--- src/rtl/mem_xfer_pkg.sv ---
// Shared types and default sizing for the buffered memory transfer controller.
package mem_xfer_pkg;
    localparam int DATA_WIDTH_DEF = 32;
    localparam int DEPTH_DEF      = 64;
    localparam int BURST_LEN_DEF  = 16;

    typedef enum logic [1:0] {
        ST_IDLE  = 2'd0,
        ST_FILL  = 2'd1,
        ST_BURST = 2'd2
    } xfer_state_t;
endpackage

--- src/rtl/mem_xfer_ctrl_if.sv ---
// Producer, consumer and buffer-memory signals of mem_xfer_ctrl; master is the controller side.
interface mem_xfer_ctrl_if
    import mem_xfer_pkg::*;
#(
    parameter int DATA_WIDTH = DATA_WIDTH_DEF,
    parameter int ADDR_WIDTH = $clog2(DEPTH_DEF)
);
    logic                  in_valid;
    logic                  in_ready;
    logic [DATA_WIDTH-1:0] in_data;
    logic                  flush;
    logic                  out_ready;
    logic                  out_valid;
    logic [DATA_WIDTH-1:0] out_data;
    logic                  burst_done;
    logic                  mem_wen;
    logic                  mem_ren;
    logic [ADDR_WIDTH-1:0] mem_waddr;
    logic [ADDR_WIDTH-1:0] mem_raddr;
    logic [DATA_WIDTH-1:0] mem_wdata;
    logic [DATA_WIDTH-1:0] mem_rdata;
    logic [ADDR_WIDTH:0]   count;
    logic                  full;
    logic                  empty;

    modport master (
        input  in_valid, in_data, flush, out_ready, mem_rdata,
        output in_ready, out_valid, out_data, burst_done,
               mem_wen, mem_ren, mem_waddr, mem_raddr, mem_wdata,
               count, full, empty
    );

    modport slave (
        output in_valid, in_data, flush, out_ready, mem_rdata,
        input  in_ready, out_valid, out_data, burst_done,
               mem_wen, mem_ren, mem_waddr, mem_raddr, mem_wdata,
               count, full, empty
    );
endinterface

--- src/rtl/xfer_ptr_cnt.sv ---
// Circular buffer bookkeeping: write/read pointers with wrap, occupancy count, full/empty.
module xfer_ptr_cnt
    import mem_xfer_pkg::*;
#(
    parameter int DEPTH      = DEPTH_DEF,
    parameter int ADDR_WIDTH = $clog2(DEPTH)
) (
    input  logic                  wclk,
    input  logic                  rst,
    input  logic                  wr,
    input  logic                  rd,
    output logic [ADDR_WIDTH-1:0] wptr,
    output logic [ADDR_WIDTH-1:0] rptr,
    output logic [ADDR_WIDTH:0]   count,
    output logic [ADDR_WIDTH:0]   cnt_nxt,
    output logic                  full,
    output logic                  empty
);
    localparam int CW = ADDR_WIDTH + 1;
    localparam logic [ADDR_WIDTH-1:0] LAST = ADDR_WIDTH'(DEPTH - 1);

    // Explicit wrap so a non-power-of-two DEPTH still works.
    function automatic logic [ADDR_WIDTH-1:0] inc(input logic [ADDR_WIDTH-1:0] p);
        return (p == LAST) ? '0 : p + ADDR_WIDTH'(1);
    endfunction

    assign cnt_nxt = count + CW'(wr) - CW'(rd);
    assign full    = (count == CW'(DEPTH));
    assign empty   = (count == '0);

    always_ff @(posedge wclk) begin
        if (rst) begin
            wptr  <= '0;
            rptr  <= '0;
            count <= '0;
        end else begin
            if (wr) wptr <= inc(wptr);
            if (rd) rptr <= inc(rptr);
            count <= cnt_nxt;
        end
    end
endmodule

--- src/rtl/mem_xfer_ctrl.sv ---
// Buffers a slow producer into an external memory and drains it to a fast consumer in bursts.
module mem_xfer_ctrl
    import mem_xfer_pkg::*;
#(
    parameter int DATA_WIDTH = DATA_WIDTH_DEF,
    parameter int DEPTH      = DEPTH_DEF,
    parameter int ADDR_WIDTH = $clog2(DEPTH),
    parameter int BURST_LEN  = BURST_LEN_DEF
) (
    input  logic            wclk,
    input  logic            rst,
    mem_xfer_ctrl_if.master bus
);
    localparam int CW = ADDR_WIDTH + 1;
    localparam int RW = $clog2(BURST_LEN + 1);
    localparam logic [CW-1:0] BL_C = CW'(BURST_LEN);

    xfer_state_t           state, state_nxt;
    logic [RW-1:0]         rem, rem_nxt;
    logic                  pend, pend_nxt;
    logic                  wr, rd, last_rd;
    logic                  full, empty;
    logic [ADDR_WIDTH-1:0] wptr, rptr;
    logic [CW-1:0]         count, cnt_nxt;
    logic                  ov_q, done_q;
    logic [DATA_WIDTH-1:0] rdata;

    assign wr      = bus.in_valid && !full;
    assign rd      = (state == ST_BURST) && bus.out_ready && (rem != '0);
    assign last_rd = rd && (rem == RW'(1));

    xfer_ptr_cnt #(.DEPTH(DEPTH), .ADDR_WIDTH(ADDR_WIDTH)) u_ptr (
        .wclk    (wclk),
        .rst     (rst),
        .wr      (wr),
        .rd      (rd),
        .wptr    (wptr),
        .rptr    (rptr),
        .count   (count),
        .cnt_nxt (cnt_nxt),
        .full    (full),
        .empty   (empty)
    );

    always_comb begin
        state_nxt = state;
        rem_nxt   = rem;
        pend_nxt  = pend;
        unique case (state)
            ST_IDLE, ST_FILL: begin
                if (cnt_nxt >= BL_C) begin
                    state_nxt = ST_BURST;
                    rem_nxt   = RW'(BURST_LEN);
                end else if (bus.flush && cnt_nxt != '0) begin
                    state_nxt = ST_BURST;
                    rem_nxt   = RW'(cnt_nxt);
                end else begin
                    state_nxt = (cnt_nxt != '0) ? ST_FILL : ST_IDLE;
                end
            end
            ST_BURST: begin
                if (bus.flush) pend_nxt = 1'b1;
                if (last_rd) begin
                    // A full follow-on burst keeps any owed flush for the leftover words.
                    if (cnt_nxt >= BL_C) begin
                        rem_nxt = RW'(BURST_LEN);
                    end else if ((pend || bus.flush) && cnt_nxt != '0) begin
                        rem_nxt  = RW'(cnt_nxt);
                        pend_nxt = 1'b0;
                    end else begin
                        rem_nxt   = '0;
                        pend_nxt  = 1'b0;
                        state_nxt = (cnt_nxt != '0) ? ST_FILL : ST_IDLE;
                    end
                end else if (rd) begin
                    rem_nxt = rem - RW'(1);
                end
            end
            default: state_nxt = ST_IDLE;
        endcase
    end

    always_ff @(posedge wclk) begin
        if (rst) begin
            state  <= ST_IDLE;
            rem    <= '0;
            pend   <= 1'b0;
            ov_q   <= 1'b0;
            done_q <= 1'b0;
        end else begin
            state  <= state_nxt;
            rem    <= rem_nxt;
            pend   <= pend_nxt;
            ov_q   <= rd;
            done_q <= last_rd;
        end
    end

    assign rdata          = bus.mem_rdata;
    assign bus.out_data   = rdata;
    assign bus.out_valid  = ov_q;
    assign bus.burst_done = done_q;
    assign bus.in_ready   = !full;
    assign bus.mem_wen    = wr;
    assign bus.mem_waddr  = wptr;
    assign bus.mem_wdata  = bus.in_data;
    assign bus.mem_ren    = rd;
    assign bus.mem_raddr  = rptr;
    assign bus.count      = count;
    assign bus.full       = full;
    assign bus.empty      = empty;
endmodule

--- src/flat_wrapper.sv ---
// flat-port wrapper written by rule: the top's interface ports become plain ports
module mem_xfer_ctrl_flat import mem_xfer_pkg::*;
#(
    parameter int DATA_WIDTH = DATA_WIDTH_DEF,
    parameter int DEPTH      = DEPTH_DEF,
    parameter int ADDR_WIDTH = $clog2(DEPTH),
    parameter int BURST_LEN  = BURST_LEN_DEF
)
  (wclk, rst, bus_in_valid, bus_in_data, bus_flush, bus_out_ready, bus_mem_rdata, bus_in_ready, bus_out_valid, bus_out_data, bus_burst_done, bus_mem_wen, bus_mem_ren, bus_mem_waddr, bus_mem_raddr, bus_mem_wdata, bus_count, bus_full, bus_empty);
  mem_xfer_ctrl_if #(.DATA_WIDTH(DATA_WIDTH), .ADDR_WIDTH(ADDR_WIDTH)) bus_i ();
  input  logic wclk;
  input  logic rst;
  input wire logic [$bits(bus_i.in_valid)-1:0] bus_in_valid;
  input wire logic [$bits(bus_i.in_data)-1:0] bus_in_data;
  input wire logic [$bits(bus_i.flush)-1:0] bus_flush;
  input wire logic [$bits(bus_i.out_ready)-1:0] bus_out_ready;
  input wire logic [$bits(bus_i.mem_rdata)-1:0] bus_mem_rdata;
  output wire logic [$bits(bus_i.in_ready)-1:0] bus_in_ready;
  output wire logic [$bits(bus_i.out_valid)-1:0] bus_out_valid;
  output wire logic [$bits(bus_i.out_data)-1:0] bus_out_data;
  output wire logic [$bits(bus_i.burst_done)-1:0] bus_burst_done;
  output wire logic [$bits(bus_i.mem_wen)-1:0] bus_mem_wen;
  output wire logic [$bits(bus_i.mem_ren)-1:0] bus_mem_ren;
  output wire logic [$bits(bus_i.mem_waddr)-1:0] bus_mem_waddr;
  output wire logic [$bits(bus_i.mem_raddr)-1:0] bus_mem_raddr;
  output wire logic [$bits(bus_i.mem_wdata)-1:0] bus_mem_wdata;
  output wire logic [$bits(bus_i.count)-1:0] bus_count;
  output wire logic [$bits(bus_i.full)-1:0] bus_full;
  output wire logic [$bits(bus_i.empty)-1:0] bus_empty;
  assign bus_i.in_valid = bus_in_valid;
  assign bus_i.in_data = bus_in_data;
  assign bus_i.flush = bus_flush;
  assign bus_i.out_ready = bus_out_ready;
  assign bus_i.mem_rdata = bus_mem_rdata;
  assign bus_in_ready = bus_i.in_ready;
  assign bus_out_valid = bus_i.out_valid;
  assign bus_out_data = bus_i.out_data;
  assign bus_burst_done = bus_i.burst_done;
  assign bus_mem_wen = bus_i.mem_wen;
  assign bus_mem_ren = bus_i.mem_ren;
  assign bus_mem_waddr = bus_i.mem_waddr;
  assign bus_mem_raddr = bus_i.mem_raddr;
  assign bus_mem_wdata = bus_i.mem_wdata;
  assign bus_count = bus_i.count;
  assign bus_full = bus_i.full;
  assign bus_empty = bus_i.empty;
  mem_xfer_ctrl #(.DATA_WIDTH(DATA_WIDTH), .DEPTH(DEPTH), .ADDR_WIDTH(ADDR_WIDTH), .BURST_LEN(BURST_LEN)) u_core (.wclk(wclk), .rst(rst), .bus(bus_i));
endmodule
--- config.mk ---
export PLATFORM = sky130hd
export DESIGN_NAME = mem_xfer_ctrl_flat
export DESIGN_NICKNAME = d
export VERILOG_FILES = /design/src/rtl/mem_xfer_pkg.sv /design/src/rtl/mem_xfer_ctrl_if.sv /design/src/rtl/xfer_ptr_cnt.sv /design/src/rtl/mem_xfer_ctrl.sv /design/src/flat_wrapper.sv
export SDC_FILE = /design/constraint.sdc
export NUM_CORES = 1
export LEC_CHECK = 0
export CAP_MARGIN = 10
export CORE_ASPECT_RATIO = 1.1
export CORE_UTILIZATION = 40
export CTS_CLUSTER_SIZE = 20
export DETAILED_ROUTE_END_ITERATION = 16
export DONT_BUFFER_PORTS = 1
export GPL_TIMING_DRIVEN = 0
export PLACE_DENSITY = 0.53
export SYNTH_ARGS = -nofsm -noshare
export SYNTH_HDL_FRONTEND = slang
export SYNTH_SLANG_ARGS = --single-unit
--- constraint.sdc ---
create_clock -name wclk -period 4.07 [get_ports wclk]
set_clock_uncertainty 0.05 [all_clocks]
set_input_delay 0.2035 -clock wclk [delete_from_list [all_inputs] [get_ports wclk]]
set_output_delay 0.2035 -clock wclk [all_outputs]
set_load 0.05 [all_outputs]
## Yosys cells after proc, flatten, opt, wreduce, memory -nomap -nowiden

Cells that the tools add are included.

- Add/subtract/negate cells: 5
- $lt $le $gt $ge: 1
- Equality and inequality tests: 11
- Multiplexer cells: 19
- Reduce and logical (&&, ||, !) cells: 16

Operator list:

| cell | count |
|---|---|
| 5-bit 2-to-1 mux | 6 |
| 6-bit by 1-bit adder with 6-bit output, second input constant | 2 |
| 6-bit == test, second input constant | 2 |
| 6-bit 2-to-1 mux | 2 |
| 2-bit 2-to-1 mux | 5 |
| 5-bit one-hot mux with 2 select lines | 1 |
| 7-bit by 1-bit adder with 7-bit output | 1 |
| 7-bit == test, second input constant | 1 |
| 7-bit by 5-bit greater-or-equal comparator with 1-bit output, second input constant | 1 |
| 7-bit zero test | 1 |
| 7-bit nonzero test | 1 |
| 7-bit by 1-bit subtractor with 7-bit output | 1 |
| 1-bit logical AND | 6 |
| 3-bit by 1-bit != test with 1-bit output, second input constant | 2 |
| 3-bit AND reduction | 2 |
| 5-bit by 1-bit == test with 1-bit output, second input constant | 1 |
| 5-bit nonzero test | 1 |
| 5-bit by 1-bit subtractor with 5-bit output, second input constant | 1 |
| 1-bit 2-to-1 mux | 4 |
| 2-bit != test, second input constant | 2 |
| 2-bit one-hot mux with 2 select lines | 1 |
| 2-bit by 1-bit == test with 1-bit output, second input constant | 1 |
| 2-bit == test, second input constant | 1 |
| 2-bit zero test | 1 |
| other kinds (5) | 5 |

- Flip-flop bits (word level): 29
- Input port bits: 69
- Output and inout port bits: 90
- Word-level logic and storage cells: 60

## Logic depth before layout (Yosys ltp)

- Depth in word-level cells: 11
- Mapped depth: 18
- Gate-level depth less buffers: 17

## Hierarchy

A second synthesis with hierarchy kept.

- Cells, all modules: 261
- Area, all modules: 2299.7 µm²

Modules (own cells, without submodules):

| module | instances | cells an instance | area an instance (µm²) | seq. area each (µm²) |
|---|---|---|---|---|
| mem_xfer_ctrl | 1 | 137 | 1176.1 | 200.2 |
| xfer_ptr_cnt | 1 | 124 | 1123.6 | 380.4 |

## Worst setup path before layout

No wires, ideal clock.

- Path type: register to register
- From: register u_core.u_ptr.count[2]
- To: register u_core.rem[3]
- Setup time: 91 ps
- Arrival time: 4840 ps
- Required time: 3929 ps
- Setup slack: -911 ps
- Stages on the path, launching flop included: 19
- Buffers on the path: 1
- Clock period less this slack: 4981 ps
- Path through: dfxtp_1 > inv_1 > ha_1 > nor4bb_1 > nand2_1 > and2_1 > clkbuf_1 > inv_1 > ha_1 > inv_1 > ha_1 > fa_1 > a211o_1 > a31oi_1 > o21bai_1 > xnor2_1 > a31oi_1 > or2_2 > a311oi_1

- Longest elaborated chain between the ends: 11
- Elaborated cells on any way between the ends: 17
- Classes of those cells: add/sub: 2; order compare: 1; eq/ne: 2; mux: 6; reduce/logical: 6

Ends and longest elaborated chain:

| element | RTL line | source |
|---|---|---|
| start, declared | xfer_ptr_cnt.sv:14 | `output logic [ADDR_WIDTH:0] count,` |
| start signal, assigned | xfer_ptr_cnt.sv:39 | `count <= cnt_nxt;` |
| 7-bit == test (*) | xfer_ptr_cnt.sv:28 | `assign full = (count == CW'(DEPTH));` |
| 1-bit zero test (*) | -- |  |
| named net bus_in_ready | flat_wrapper.sv:18 | `output wire logic [$bits(bus_i.in_ready)-1:0] bus_in_ready;` |
| 1-bit logical AND (*) | mem_xfer_ctrl.sv:28 | `assign wr = bus.in_valid && !full;` |
| named net bus_mem_wen | flat_wrapper.sv:22 | `output wire logic [$bits(bus_i.mem_wen)-1:0] bus_mem_wen;` |
| 7-bit by 1-bit adder with 7-bit output (*) | xfer_ptr_cnt.sv:27 | `assign cnt_nxt = count + CW'(wr) - CW'(rd);` |
| 7-bit by 1-bit subtractor with 7-bit output (*) | xfer_ptr_cnt.sv:27 |  |
| branches (longest 6 deep; another with 7-bit by 5-bit greater-or-equal comparator with 1-bit output) | -- |  |
| end signal, assigned | mem_xfer_ctrl.sv:92 | `rem <= rem_nxt;` |
| end, declared | mem_xfer_ctrl.sv:19 | `logic [RW-1:0] rem, rem_nxt;` |

Mark *: on every way through the listed nets, which the timed path passes. The select of a mux whose other input is x is not followed.
A chain may end at the register's enable or synchronous reset.

## Worst setup path in the final report

- From: register u_core.u_ptr.count[3]
- To: register u_core.rem[1]

The elaborated chain is that of the path after synthesis.

==> flow_summary.yaml <==
placed_design:
  place.detailed.hpwl_um: 3640
  io_buffer_count: 0
  pre_cts_slack_ps: -469
  place_congestion: 0.766
hold_path:
  hold_class: "primary input to register"
timing:
  relSlewSlack_pct: 38.0
  fin_ws_ps: 138
  fin_crit_ps: 3930
  worstMarginPinSlew_ps: 929
  finalCritPeriodShare_pct: 96.6
  hold_viol: 0
  finalSetupViolCount: 0
  slew_violations: 0
  rsz0062_at_grt: "yes"
  hold_ws_ps: 20.5
  fmax_mhz: 254
route:
  vias: 1783
  viasPerCell: 5.05
  antenna_left: 0
  drt_first_pass_iters: 4
  drc: 0
  drt-initial-drc-count: 47
  wl_per_cell_um: 13.7
  drt_wl_total_um: 4820
floorplanning:
  core_mm2: 0.00513
  dieArea_mm2: 0.00577
  start_util_pct: 42.6
  rows: 27
  io_pins: 159
  die_w_um: 72.5
  die_y_um: 79.6
cts:
  root_buffer: "clkbuf_8"
  clkLatencyLatePin_ps: 280
  postCtsHoldBufs: 0
  tritoncts.num_buffers: 5
  clk_pin_slew_ps: 70
  clock-sinks: 29
  cts_tree: "yes"
  h-tree-depth: 2
  clockBufferDepth: 2
global_route:
  grt_pass1_vias: 1571
  grt_first_pass_wirelength_um: 7310
  grt_max_degree: 12
  antenna_found_initial: 0
  grt_overflow_total: 0
  grt_usage_pct: 16.3
yosys:
  synth_common_cells: "buf_4, dfxtp_1, nor2_1"
  synth_cell_types: 40
  synthesis.instances: 265
  async_flop_share_pct: 0
  syn_area_per_cell_um2: 8.25
  syn_area_mm2: 0.00219
  synth_warnings: 0
  yosysMostFrequentCell: "buf_4"
  synth_top_area_cell: "dfxtp_1"
  syn_nets: 349
  ys_seq_elements: 29
  synth-main-ff-cell: "dfxtp_1"
  synth.area.top_cells: "dfxtp_1, buf_4, ha_1"
  yosysSeqAreaShare_pct: 26.5
  synth_edf_count: 0
  netlist.area_leader.share_pct: 26.5
worst_setup_path:
  critPathArrivalTime_ps: 4080
  cp_max_fo: 8
  cp.required_ps: 4220
  cp-start-kind: "register"
  crit_path_end_kind: "register"
  criticalPathCategory: "register to register"
status:
  outcome: "finished, final reports clean"
finish:
  area_growth_pct: 20.4
  fin_util_pct: 51.3
  diodes: 0
  drive_gt1_share_pct: 43.4
  layout.nets: 364
  fill_cells: 503
run:
  max_cap_violations: 0
pwr:
  p_leak_nw: 1.15
  powerDensity_mw_per_mm2: 928
  ir_drop_uv: 452
## state kept, by name, indices dropped and copies added (netlist names)
name	count
u_core.rem	5
u_core.u_ptr.rptr	6
u_core.pend	1
u_core.u_ptr.count	7
u_core.bus.out_valid	1
u_core.state	2
u_core.bus.burst_done	1
u_core.u_ptr.wptr	6
## cells by family after synthesis
family                   synth area share (%)
multiplexers                            0.915
buffers and inverters                    26.1
adder cells (fa/ha/maj)                  8.92
XOR/XNOR                                 6.81
flip-flops                               26.5
AND/OR/NAND/NOR                          18.3
AO/OA/AOI/OAI                            12.4
## routing by layer
layer | part of all wire [%] | GRT usage, %
met5 | 0 | 0
met4 | 0.81 | 2.94
met3 | 7.2 | 5.56
met2 | 50 | 27.8
met1 | 42 | 20.0
## through the flow
step                      instances  TNS, ps  power (W)  cell area, µm²
after detailed placement        337    -2110    0.00186            2340
after CTS                       349        0    0.00229            2530
after global placement          337    -2300    0.00186            2340
final                           353        0    0.00244            2630
after global routing            353     -186    0.00262            2630
after floorplan                 265        0    0.00165            2250
## cells in the final DEF, fill, tap and decap left out, types with 4 or more instances in the layout
master and instances:
nand4_1 6, inv_2 5, inv_1 8, xor2_1 9, o21ai_0 6, clkbuf_8 5
xnor2_1 7, a21oi_1 16, o31ai_1 4, nor2_1 21, buf_4 70, ha_1 9
nor3_1 5, nand2_1 15, dfxtp_4 4, dfxtp_1 22, nor2b_1 5
## final timing paths
check	to	start	cells past startpoint	slack (ps)
worst min-delay path	u_core.state[0]	bus_flush	3	20
worst max register to register	u_core.rem[1]	u_core.u_ptr.count[3]	19	140
worst max-delay path	u_core.rem[1]	u_core.u_ptr.count[3]	19	140
worst min register to register	u_core.state[0]	u_core.state[0]	3	490
## repair_timing
| action | CTS | global route |
|---|---|---|
| pin swaps | 9 | 17 |
| setup endpoints to repair | 8 | 8 |
| setup buffers | 4 | 4 |
| gates resized for setup | 19 | 21 |
## power by group
group	internal (W)	switching [W]	total [W]
logic	0.000714	0.000879	0.00159
registers	0.000370	0.000243	0.000613
clock network	0.000118	0.000119	0.000237
total	0.00120	0.00124	0.00244
## cell type report
type | instances | area, µm² | area share (%)
Clock buffer | 5 | 68.8 | 2.61
Timing Repair Buffer | 8 | 67.6 | 2.57
Buffer | 68 | 541 | 20.5
Tap cell | 72 | 90.1 | 3.42
Sequential cell | 29 | 599 | 22.8
Inverter | 16 | 70.1 | 2.66
Clock inverter | 3 | 16.3 | 0.618
Multi-Input combinational cell | 152 | 1180 | 44.8
## critical path, cell delays in order (launching register included)
cell,delay [ps]
dfxtp_4,410
inv_4,80
ha_4,130
nor4bb_4,340
nand2_4,180
and2_4,220
clkbuf_16,180
clkinv_4,60
ha_4,110
inv_2,40
ha_4,150
fa_2,340
a211o_1,320
a31oi_1,170
o21bai_1,110
xnor2_2,180
buf_6,140
a31oi_4,90
or2_4,290
a221oi_2,230
Note: power is estimated with default switching activity, not from simulation.
